File: config.mk
export PLATFORM = sky130hd
export DESIGN_NAME = grant_holder
export DESIGN_NICKNAME = d
export VERILOG_FILES = /design/src/rtl/grant_holder.sv
export SDC_FILE = /design/constraint.sdc
export NUM_CORES = 1
export LEC_CHECK = 0
export ABC_AREA = 1
export ABC_CLOCK_PERIOD_IN_PS = 1300
export BUFFER_PORTS_ARGS = -buffer_cell sky130_fd_sc_hd__buf_2
export CAP_MARGIN = 10
export CORE_UTILIZATION = 25
export DETAILED_ROUTE_END_ITERATION = 8
export PLACE_DENSITY_LB_ADDON = 0.2
export SYNTH_ARGS = -nofsm -noshare
export SYNTH_HDL_FRONTEND = slang
export SYNTH_SLANG_ARGS = --single-unit
File: constraint.sdc
create_clock -name clk -period 1.3 [get_ports clk]
set_clock_uncertainty 0.1 [all_clocks]
set_input_delay 0.26 -clock clk [delete_from_list [all_inputs] [get_ports clk]]
set_output_delay 0.26 -clock clk [all_outputs]
set_load 0.05 [all_outputs]
File: src/rtl/grant_holder.sv
// -----------------------------------------------------------------------------
// grant_holder
//
// Captures a one-hot grant from an upstream priority selector and holds
// ownership for that source until it reports that its transaction is done.
// Ownership passes through IDLE -> OWNED -> RELEASE -> IDLE. RELEASE is a
// one-cycle bubble, so a new grant is captured at the earliest three cycles
// after the previous one. Every output is a flop.
//
// Parameters
//   W_INPUT   number of sources, width of gnt (>= 2)
//   W_INDEX   width of idx, must equal clog2(W_INPUT)
//   W_CNT     width of the saturating hold-cycle counter
//
// Ports
//   clk        rising-edge clock
//   rst_n      synchronous active-low reset
//   gnt        grant vector, at most one bit set when well-formed
//   gnt_valid  gnt is meaningful this cycle
//   xfer_done  owner has finished; honoured only while OWNED
//   gnt_ack    one-cycle pulse after a grant is captured
//   idx        binary index of the owner; kept after release
//   idx_valid  idx names a current owner
//   rel_pulse  one-cycle pulse after ownership is released
//   hold_cnt   cycles spent in the current or most recent ownership
//   gnt_err    sticky malformed-grant flag
//
// Build option
//   GRANT_HOLDER_ONEHOT_CHECK_EN  when defined, a multi-hot grant in IDLE is
//   refused and sets gnt_err until reset. When undefined, the least
//   significant set bit wins and gnt_err is tied low.
// -----------------------------------------------------------------------------
module grant_holder #(
   parameter int W_INPUT = 8,
   parameter int W_INDEX = 3,
   parameter int W_CNT   = 8
) (
   input  logic               clk,
   input  logic               rst_n,
   input  logic [W_INPUT-1:0] gnt,
   input  logic               gnt_valid,
   input  logic               xfer_done,
   output logic               gnt_ack,
   output logic [W_INDEX-1:0] idx,
   output logic               idx_valid,
   output logic               rel_pulse,
   output logic [W_CNT-1:0]   hold_cnt,
   output logic               gnt_err
);

   typedef enum logic [1:0] {
      IDLE    = 2'd0,
      OWNED   = 2'd1,
      RELEASE = 2'd2
   } state_t;

   state_t             state, state_nxt;
   logic               capture;
   logic               release_now;
   logic [W_INDEX-1:0] lsb_idx;

   // Lowest set bit wins. The loop runs from the top down so the last match
   // it sees is the least significant one.
   always_comb begin
      lsb_idx = '0;
      for (int i = W_INPUT - 1; i >= 0; i--) begin
         if (gnt[i]) lsb_idx = W_INDEX'(i);
      end
   end

`ifdef GRANT_HOLDER_ONEHOT_CHECK_EN
   logic multi_hot;
   logic err_set;

   // Clearing the lowest set bit leaves something behind only if more than
   // one bit was set.
   assign multi_hot = |(gnt & (gnt - W_INPUT'(1)));
   assign err_set   = (state == IDLE) && gnt_valid && multi_hot;
`endif

   // Next-state logic and the capture/release strobes that feed the output
   // registers.
   always_comb begin
      // NOTE: every signal gets a default before the case statement, so no
      // path leaves it unassigned and no latch is inferred.
      state_nxt   = state;
      capture     = 1'b0;
      release_now = 1'b0;
      unique case (state)
         IDLE: begin
`ifdef GRANT_HOLDER_ONEHOT_CHECK_EN
            if (gnt_valid && (|gnt) && !multi_hot) begin
`else
            if (gnt_valid && (|gnt)) begin
`endif
               capture   = 1'b1;
               state_nxt = OWNED;
            end
         end
         OWNED: begin
            if (xfer_done) begin
               release_now = 1'b1;
               state_nxt   = RELEASE;
            end
         end
         RELEASE: state_nxt = IDLE;
         default: state_nxt = IDLE;
      endcase
   end

   // State register.
   always_ff @(posedge clk) begin
      // NOTE: sequential state uses non-blocking assignments, so every flop
      // samples values from before the edge and evaluation order does not
      // matter.
      if (!rst_n) state <= IDLE;
      else        state <= state_nxt;
   end

   // Output registers. The reset is sampled on the clock edge only, so a
   // reset pulse between edges has no effect.
   always_ff @(posedge clk) begin
      if (!rst_n) begin
         gnt_ack   <= 1'b0;
         rel_pulse <= 1'b0;
         idx       <= '0;
         idx_valid <= 1'b0;
         hold_cnt  <= '0;
      end else begin
         gnt_ack   <= capture;
         rel_pulse <= release_now;
         if (capture) begin
            idx       <= lsb_idx;
            idx_valid <= 1'b1;
         end else if (release_now) begin
            idx_valid <= 1'b0;
         end
         // Every edge taken in OWNED counts, including the releasing edge.
         // The count saturates and holds through RELEASE and IDLE.
         if (capture)
            hold_cnt <= '0;
         else if ((state == OWNED) && (hold_cnt != {W_CNT{1'b1}}))
            hold_cnt <= hold_cnt + W_CNT'(1);
      end
   end

`ifdef GRANT_HOLDER_ONEHOT_CHECK_EN
   always_ff @(posedge clk) begin
      if (!rst_n)       gnt_err <= 1'b0;
      else if (err_set) gnt_err <= 1'b1;
   end
`else
   assign gnt_err = 1'b0;
`endif

endmodule

Yosys cells after proc, flatten, opt, wreduce, memory -nomap -nowiden
Cells that the tools add are included.
- bitwise operators: 1
- reduce and logical (&&, ||, !) cells: 7
- add/sub/neg operators: 1
- eq/ne operators: 4
- muxes and demuxes: 17
- operators with widths (operator ; number):
    3-bit 2-to-1 mux ; 8
    8-bit by 1-bit adder with 8-bit output (second input constant) ; 1
    8-bit != test (second input constant) ; 1
    8-bit OR reduction ; 1
    1-bit 2-to-1 mux ; 6
    2-bit 2-to-1 mux ; 2
    2-bit != test (second input constant) ; 2
    2-bit one-hot mux with 2 select lines ; 1
    2-bit by 1-bit equality test with 1-bit output (second input constant) ; 1
    1-bit logical AND ; 2
    2-bit logical NOT ; 1
    2-bit AND reduction ; 1
    2-bit nonzero test ; 1
    2-bit OR reduction ; 1
    1-bit inverter ; 1
- flip-flop bits (word level): 16
- logic and storage cells: 36
- output and inout port bits: 15

Logic depth before layout (Yosys ltp)
Gate-level depths: netlist of the first run.
- word-level depth: 8
- depth in mapped cells: 9

Worst setup path before layout of the first run
Ideal clock, no wire load.
- kind: register to register
- start: register hold_cnt[0]
- end: register hold_cnt[2]
- cell stages (with the launch flop): 10
- slack: -0.431 ns
- buffers on the path: 0
- data arrival time: 1.575 ns
- library setup time: 0.056 ns
- cell sequence: dfxtp_1 -> ha_1 -> nand2_1 -> nor2_4 -> nand2_2 -> nand2_4 -> nand2_1 -> o21ai_1 -> nand2_1 -> inv_1
- longest elaborated chain between the ends: 2
- elaborated cells between the ends (all ways): 3
- classes of those cells: add/sub (1); eq/ne (1); reduce/logical (1)
- ends and longest elaborated chain (what ; RTL line ; source):
    start, declared ; 47 ; output logic [W_CNT-1:0] hold_cnt,
    start signal, assigned ; 143 ; hold_cnt <= hold_cnt + W_CNT'(1);
    parallel branches: the longest is 2 deep, another holds 8-bit by 1-bit adder with 8-bit output ; - ;
Parallel ways; which one is timed is not known.
A chain may end at the register's enable or synchronous reset.

Worst setup path in the final report of the first run
- start: register hold_cnt[1]
- end: register hold_cnt[2]
Same word-level chain as after synthesis.

==> impl_results.md, run 1 <==
- Status: finished, violations left
- Violations in the final reports: negative setup slack
- Area inside the core boundary: 3100 um2
- Die Height: 59.8 um
- Mean instance size in the synthesized netlist: 6.62 um2
- Main synth FF type: sky130_fd_sc_hd__dfxtp_1
- Static power due to leakage: 0.000620 uW
- DRT iter0 DRCs: 43
- Worst hold path type: in -> reg
- Maximum clock insertion buffer count: 2
- CTS sink cnt: 16
- Via count: 836
- Flop-to-flop setup slack: -0.02 ns
- Hold Crit Start: xfer_done
- Clock tree root driver cell: sky130_fd_sc_hd__clkbuf_4
- Cells taking the most area after synthesis: sky130_fd_sc_hd__dfxtp_1, sky130_fd_sc_hd__nand2_1, sky130_fd_sc_hd__inv_1, sky130_fd_sc_hd__nor2_1, sky130_fd_sc_hd__nand3_1
- Warnings from Yosys: 0
- Critical path data arrival time: 1.44 ns
- Combined area of all synthesized cells: 835 um2
- Pin count of the biggest net entering global routing: 10
- Critical Path Source Type: register
- Total number of nets in the final design: 177
- Total number of placement rows: 20
- Endpoint class of the critical path: register
- Clock latency of the later-clocked register in the worst-skew pair: 0.28 ns
- Sequential-to-total area share from yosys stat: 38.4%
- Number of antenna violations at the first check in global routing: 0
- Total wire length: 1740 um
- Worst reg2reg path endpoint: hold_cnt[2]
- Combined global-route utilization of all metal layers: 11.1%
- Routed wire length per instance: 8.40 um
- CTS tree: done
- TNS Setup: -0.0171 ns
- Library cell with the largest summed area after synthesis: sky130_fd_sc_hd__dfxtp_1
- Total congestion overflow: 0
- Initial cell density of the core: 26.9%
- Final weighted congestion in routability-driven placement: 0.748
- Worst reg2reg path startpoint: hold_cnt[1]
- Synthesis-to-finish area growth: 38.7%
- Post-synth top area share: 38.4%
- Count of H-tree levels built during CTS: 1
- Number of endpoints failing setup at the final stage: 1
- Port buffer count: 25
- DRC viols: 0
- Half-perimeter wire length after detailed placement: 1420 um
- Worst supply voltage drop on vdd: 0.260 mV
- Power density normalized to cell area: 839 nW/um2
- Period Utilization, post-route: 101%
- Req. time, crit path: 1.42 ns
- Cell depth of the worst flop-to-flop path: 9
- Number of storage elements in the synthesis netlist: 16
- Worst hold path endpoint: state[0]
- Post-layout power: 971 uW
- Max-cap violations: 0
- Clock transition time at the flip-flop clock pins of the worst setup and hold paths: 0.09 ns
- Top Ports: 27
- Worst setup path category: reg -> reg
- Total CTS buffers: 3
- Share of final-layout standard cells stronger than drive strength 1: 36.2%
- Cell types with the highest counts after synthesis: sky130_fd_sc_hd__nand2_1, sky130_fd_sc_hd__inv_1, sky130_fd_sc_hd__dfxtp_1
- Number of detailed-route iterations in the first pass: 4
- Async set or reset register ratio after synthesis: 0%
- Shortest clock period the worst path allows after layout: 1.32 ns
- Max-slew violation count: 0
- Final antenna-violating net count: 0
- RSZ-0062 raised after global routing: true
- Achievable Freq: 0.759 GHz
- Global-route wire length before repair: 3060 um
- Post-synthesis net count: 139
- Drt via density: 4.04
- Number of enable-type register cells in the synthesized netlist: 0
- Distinct cell type count after synthesis: 24
- Final Hold Viols: 0
- Hold depth: 2
- Worst-path fanout max: 7
- Count of antenna diodes in the layout: 0
- Die boundary width: 59.8 um
- Most common cell in the netlist: sky130_fd_sc_hd__nand2_1
- Floorplan die area: 3570 um2
- Smallest setup slack after layout: -0.0171 ns
- Via count of the first global-routing pass: 762
- Cell count after synthesis: 126
[placed cells by master (no fill, tap or decap)]
cell and count:
sky130_fd_sc_hd__nor2_2 2, sky130_fd_sc_hd__nand3b_1 1, sky130_fd_sc_hd__nand2_4 2, sky130_fd_sc_hd__nand4_1 1, sky130_fd_sc_hd__nor3_1 1, sky130_fd_sc_hd__inv_1 22
sky130_fd_sc_hd__nand3_2 1, sky130_fd_sc_hd__nand2_2 2, sky130_fd_sc_hd__o21bai_1 1, sky130_fd_sc_hd__clkbuf_4 8, sky130_fd_sc_hd__dfxtp_2 7, sky130_fd_sc_hd__o21ai_1 1
sky130_fd_sc_hd__a21oi_2 1, sky130_fd_sc_hd__a21oi_1 4, sky130_fd_sc_hd__buf_2 19, sky130_fd_sc_hd__nor2_4 2, sky130_fd_sc_hd__o31ai_1 1, sky130_fd_sc_hd__nand3_1 5
sky130_fd_sc_hd__clkinv_1 1, sky130_fd_sc_hd__inv_2 2, sky130_fd_sc_hd__nor2_1 11, sky130_fd_sc_hd__nand2_1 41, sky130_fd_sc_hd__dfxtp_4 2, sky130_fd_sc_hd__ha_4 1
sky130_fd_sc_hd__o21ai_0 2, sky130_fd_sc_hd__xnor2_1 1, sky130_fd_sc_hd__buf_4 10, sky130_fd_sc_hd__conb_1 1, sky130_fd_sc_hd__dfxtp_1 7, sky130_fd_sc_hd__xor2_1 3
[registers in the layout, indices dropped and copies added, names as in the netlist]
signal / flops
gnt_ack: 1
idx: 3
rel_pulse: 1
hold_cnt: 8
idx_valid: 1
state: 2
[layer usage]
layer / vias up / track usage, % / share of wire, %
met3: 2 / 1.95 / 2.8
li1: 450 / - / -
met5: - / 0 / 0
met1: 366 / 13.7 / 46
met4: 0 / 3.99 / 1.1
met2: 18 / 19.4 / 50
[area by class of cell]
| cell class | instances | area, um2 |
|---|---|---|
| timing repair buffer | 34 | 208 |
| inverter | 24 | 90.1 |
| tap | 44 | 55.1 |
| fill | 359 | 1950 |
| clock inverter | 1 | 3.75 |
| sequential | 16 | 337 |
| multi-input combinational | 85 | 442 |
| clock buffer | 3 | 22.5 |
[how the worst max path moves through the flow]
stage,startpoint,endpoint,slack (ns),depth (start not counted)
final,hold_cnt[1],hold_cnt[2],-0.02,9
after global routing,hold_cnt[0],hold_cnt[2],-0.10,9
after CTS,hold_cnt[0],hold_cnt[2],-0.01,9
after detailed placement,hold_cnt[0],hold_cnt[2],-0.04,9
after global placement,hold_cnt[1],hold_cnt[2],-0.04,9
after floorplan,hold_cnt[1],hold_cnt[2],-0.07,9
[through the flow]
step | setup slack, ns | instance area (um2) | instances | utilization (%) | hold slack, ns
CTS | -0.0150 | 1130 | 206 | 36.3 | 0.0859
floorplan | -0.0746 | 865 | 126 | - | 0.263
global placement | -0.0449 | 1080 | 200 | 34.9 | 0.345
detailed placement | -0.0436 | 1080 | 200 | 34.9 | 0.345
global route | -0.103 | 1160 | 207 | 37.3 | 0.0864
finish | -0.0171 | 1160 | 207 | 37.3 | 0.0924
[kinds of logic (layout without fill, tap and decap cells)]
group | after synthesis | after routing | synth area share, %
compound gates | 10 | 10 | 7.05
buf+inv | 25 | 62 | 11.7
simple gates | 69 | 69 | 36.7
fa+ha+maj | 1 | 1 | 1.50
other cells | 1 | 1 | 0.449
xor+xnor | 4 | 4 | 4.20
flops | 16 | 16 | 38.4
[critical path: stages, from the launching register on]
cell and delay, ns:
sky130_fd_sc_hd__dfxtp_4 0.38, sky130_fd_sc_hd__ha_4 0.14, sky130_fd_sc_hd__nand2_4 0.05, sky130_fd_sc_hd__nor2_4 0.15, sky130_fd_sc_hd__nand2_2 0.10, sky130_fd_sc_hd__nand2_4 0.10
sky130_fd_sc_hd__nand2_1 0.05, sky130_fd_sc_hd__o21ai_1 0.09, sky130_fd_sc_hd__nand2_1 0.07, sky130_fd_sc_hd__inv_1 0.04
[repair_timing]
action / in CTS / in global routing
resized for setup: 1 / 9
hold buffers: 0 / 0
endpoints found under the setup margin: 9 / 15
pin swaps: 6 / 1
setup buffers: 2 / 1
[power by group]
group          leakage, uW  switching [uW]  total, uW  internal (uW)
clock            0.0000154             148        259            111
combinational     0.000469             130        198           68.8
sequential        0.000135            9.64        514            505
Note: power is estimated with default switching activity, not from simulation.
==> inputs of run 2 (changes only) <==
Settings changed: RECOVER_POWER set to 25.
==> impl_results.md, run 2 (synthesis gave the netlist of run 1 again) <==
- Port buffer count: 25 (unchanged)
- Largest delay contributor family on the critical path: simple AND/OR/NAND/NOR gates (unchanged)
- Sequential share of power: 53.0% (was 52.9%)
- Number of endpoints failing setup at the final stage: 1 (unchanged)
- Clock transition time at the flip-flop clock pins of the worst setup and hold paths: 0.09 ns (about the same)
- Worst path slowest cell: sky130_fd_sc_hd__dfxtp_4 (unchanged)
- Endpoint class of the critical path: register (unchanged)
- Global-route wire length before repair: 3060 um (unchanged)
- Flip-flop count of the largest register after layout: 8 (unchanged)
- Crit-path cells: ha_4 > nand2_4 > nor2_4 > nand2_2 > nand2_4 > nand2_1 > o21ai_1 > nand2_1 > inv_1 (unchanged)
- Internal portion of total power: 683 uW (was 684 uW)
- Clock tree root driver cell: sky130_fd_sc_hd__clkbuf_4 (unchanged)
- Maximum cell stage delay along the critical path: 0.38 ns (about the same)
- Drt via density: 4.04 (unchanged)
- Critical Path Source Type: register (unchanged)
- Initial cell density of the core: 26.9% (unchanged)
- Number of antenna violations at the first check in global routing: 0 (unchanged)
- Period Utilization, post-route: 101% (about the same)
- DRC viols: 0 (unchanged)
- Power density normalized to cell area: 842 nW/um2 (was 839 nW/um2)
- Worst setup path category: reg -> reg (unchanged)
- Pre-CTS setup slack: -0.0436 ns (unchanged)
- Worst path buffer plus inverter count: 1 (unchanged)
- Achievable Freq: 0.759 GHz (unchanged)
- Via count: 836 (unchanged)
- Cell depth of the worst flop-to-flop path: 9 (unchanged)
- RSZ-0062 raised after global routing: true (unchanged)
- Smallest setup slack after layout: -0.0171 ns (about the same)
- Die boundary width: 59.8 um (unchanged)
- Static power due to leakage: 0.000619 uW (was 0.000620 uW)
- Via count of the first global-routing pass: 762 (unchanged)
- Worst-path fanout max: 7 (unchanged)
- Largest registers: hold_cnt: 8 flops, idx: 3 flops, state: 2 flops (unchanged)
- Logic pwr share: 20.2% (was 20.4%)
- Total congestion overflow: 0 (unchanged)
- Floorplan die area: 3570 um2 (unchanged)
- Clock power frac: 26.7% (was 26.6%)
- Req. time, crit path: 1.42 ns (about the same)
- CTS sink cnt: 16 (unchanged)
- Final weighted congestion in routability-driven placement: 0.748 (unchanged)
- Number of cells on the critical path: 9 (unchanged)
- Die Height: 59.8 um (unchanged)
- Combined global-route utilization of all metal layers: 11.1% (unchanged)
- Worst hold path type: in -> reg (unchanged)
- Max-cap violations: 0 (unchanged)
- Routed wire length per instance: 8.43 um (was 8.40 um)
- CTS tree: done (unchanged)
- Post-CTS Hold Fix Bufs: 0 (unchanged)
- Area inside the core boundary: 3100 um2 (unchanged)
- Total number of placement rows: 20 (unchanged)
- Synthesis-to-finish area growth: 37.8% (was 38.7%)
- Half-perimeter wire length after detailed placement: 1420 um (unchanged)
- Total CTS buffers: 3 (unchanged)
- Total wire length: 1740 um (about the same)
- DRT iter0 DRCs: 43 (unchanged)
- Count of H-tree levels built during CTS: 1 (unchanged)
- Max-slew violation count: 0 (unchanged)
- Top reg by flops: hold_cnt (unchanged)
- Maximum clock insertion buffer count: 2 (unchanged)
- Status: finished, violations left (unchanged)
- Final antenna-violating net count: 0 (unchanged)
- TNS Setup: -0.0171 ns (about the same)
- Switching fraction of total power: 29.4% (was 29.5%)
- Shortest clock period the worst path allows after layout: 1.32 ns (about the same)
- Final hold slack: 0.0922 ns (was 0.0924 ns)
- Flop-to-flop setup slack: -0.02 ns (about the same)
- Violations in the final reports: negative setup slack (unchanged)
- Total number of nets in the final design: 177 (unchanged)
- Count of antenna diodes in the layout: 0 (unchanged)
- Psw: 285 uW (was 287 uW)
- Number of detailed-route iterations in the first pass: 4 (unchanged)
- Clock latency of the later-clocked register in the worst-skew pair: 0.28 ns (about the same)
- Worst supply voltage drop on vdd: 0.260 mV (about the same)
- Final Hold Viols: 0 (unchanged)
- Pin count of the biggest net entering global routing: 10 (unchanged)
- Hold depth: 2 (unchanged)
- Share of final-layout standard cells stronger than drive strength 1: 35.6% (was 36.2%)
- Top Ports: 27 (unchanged)
- Most common cell after layout, fill and taps aside: sky130_fd_sc_hd__nand2_1 (unchanged)
- Critical path data arrival time: 1.44 ns (about the same)
- Most frequent cells in the layout: sky130_fd_sc_hd__nand2_1, sky130_fd_sc_hd__inv_1, sky130_fd_sc_hd__buf_2 (unchanged)
## run 2: cell type report
type | count | area [um2]
fillers | 361 | 1950
multi-input cells | 85 | 434
flip-flops and latches | 16 | 337
repair buffers | 34 | 208
inverters | 24 | 90.1
well taps | 44 | 55.1
clock buffers | 3 | 22.5
clock inverters | 1 | 3.75
## run 2: power groups by stage
stage | registers [uW] | logic [uW] | clock network, uW
3_3_place_gp | 526 | 188 | 0
6_report | 514 | 196 | 259
2_1_floorplan | 571 | 81.8 | 0
3_5_place_dp | 527 | 189 | 0
5_1_grt | 516 | 217 | 301
4_1_cts | 515 | 195 | 272
## run 2: per-layer routing
metal / share of wire [%] / GRT usage [%]
met1: 46 / 13.7
met2: 50 / 19.4
met3: 2.8 / 1.95
met4: 1.1 / 3.99
met5: 0 / 0
## run 2: worst paths after layout
check,start,end
setup / recovery,hold_cnt[1],hold_cnt[2]
hold reg to reg,idx[2],idx[2]
hold / removal,xfer_done,state[0]
setup reg to reg,hold_cnt[1],hold_cnt[2]
## run 2: timing repair
action / in CTS / in global routing
setup buffers: 2 / 1
pin swaps: 6 / 1
resized for setup: 1 / 9
endpoints found under the setup margin: 9 / 15
## run 2: per-stage QoR
step	utilization (%)	area [um2]	instances	power, uW
2_1_floorplan	-	865	126	653
3_3_place_gp	34.9	1080	200	714
3_5_place_dp	34.9	1080	200	716
4_1_cts	36.3	1130	206	981
5_1_grt	37.1	1150	207	1030
6_report	37.1	1150	207	968
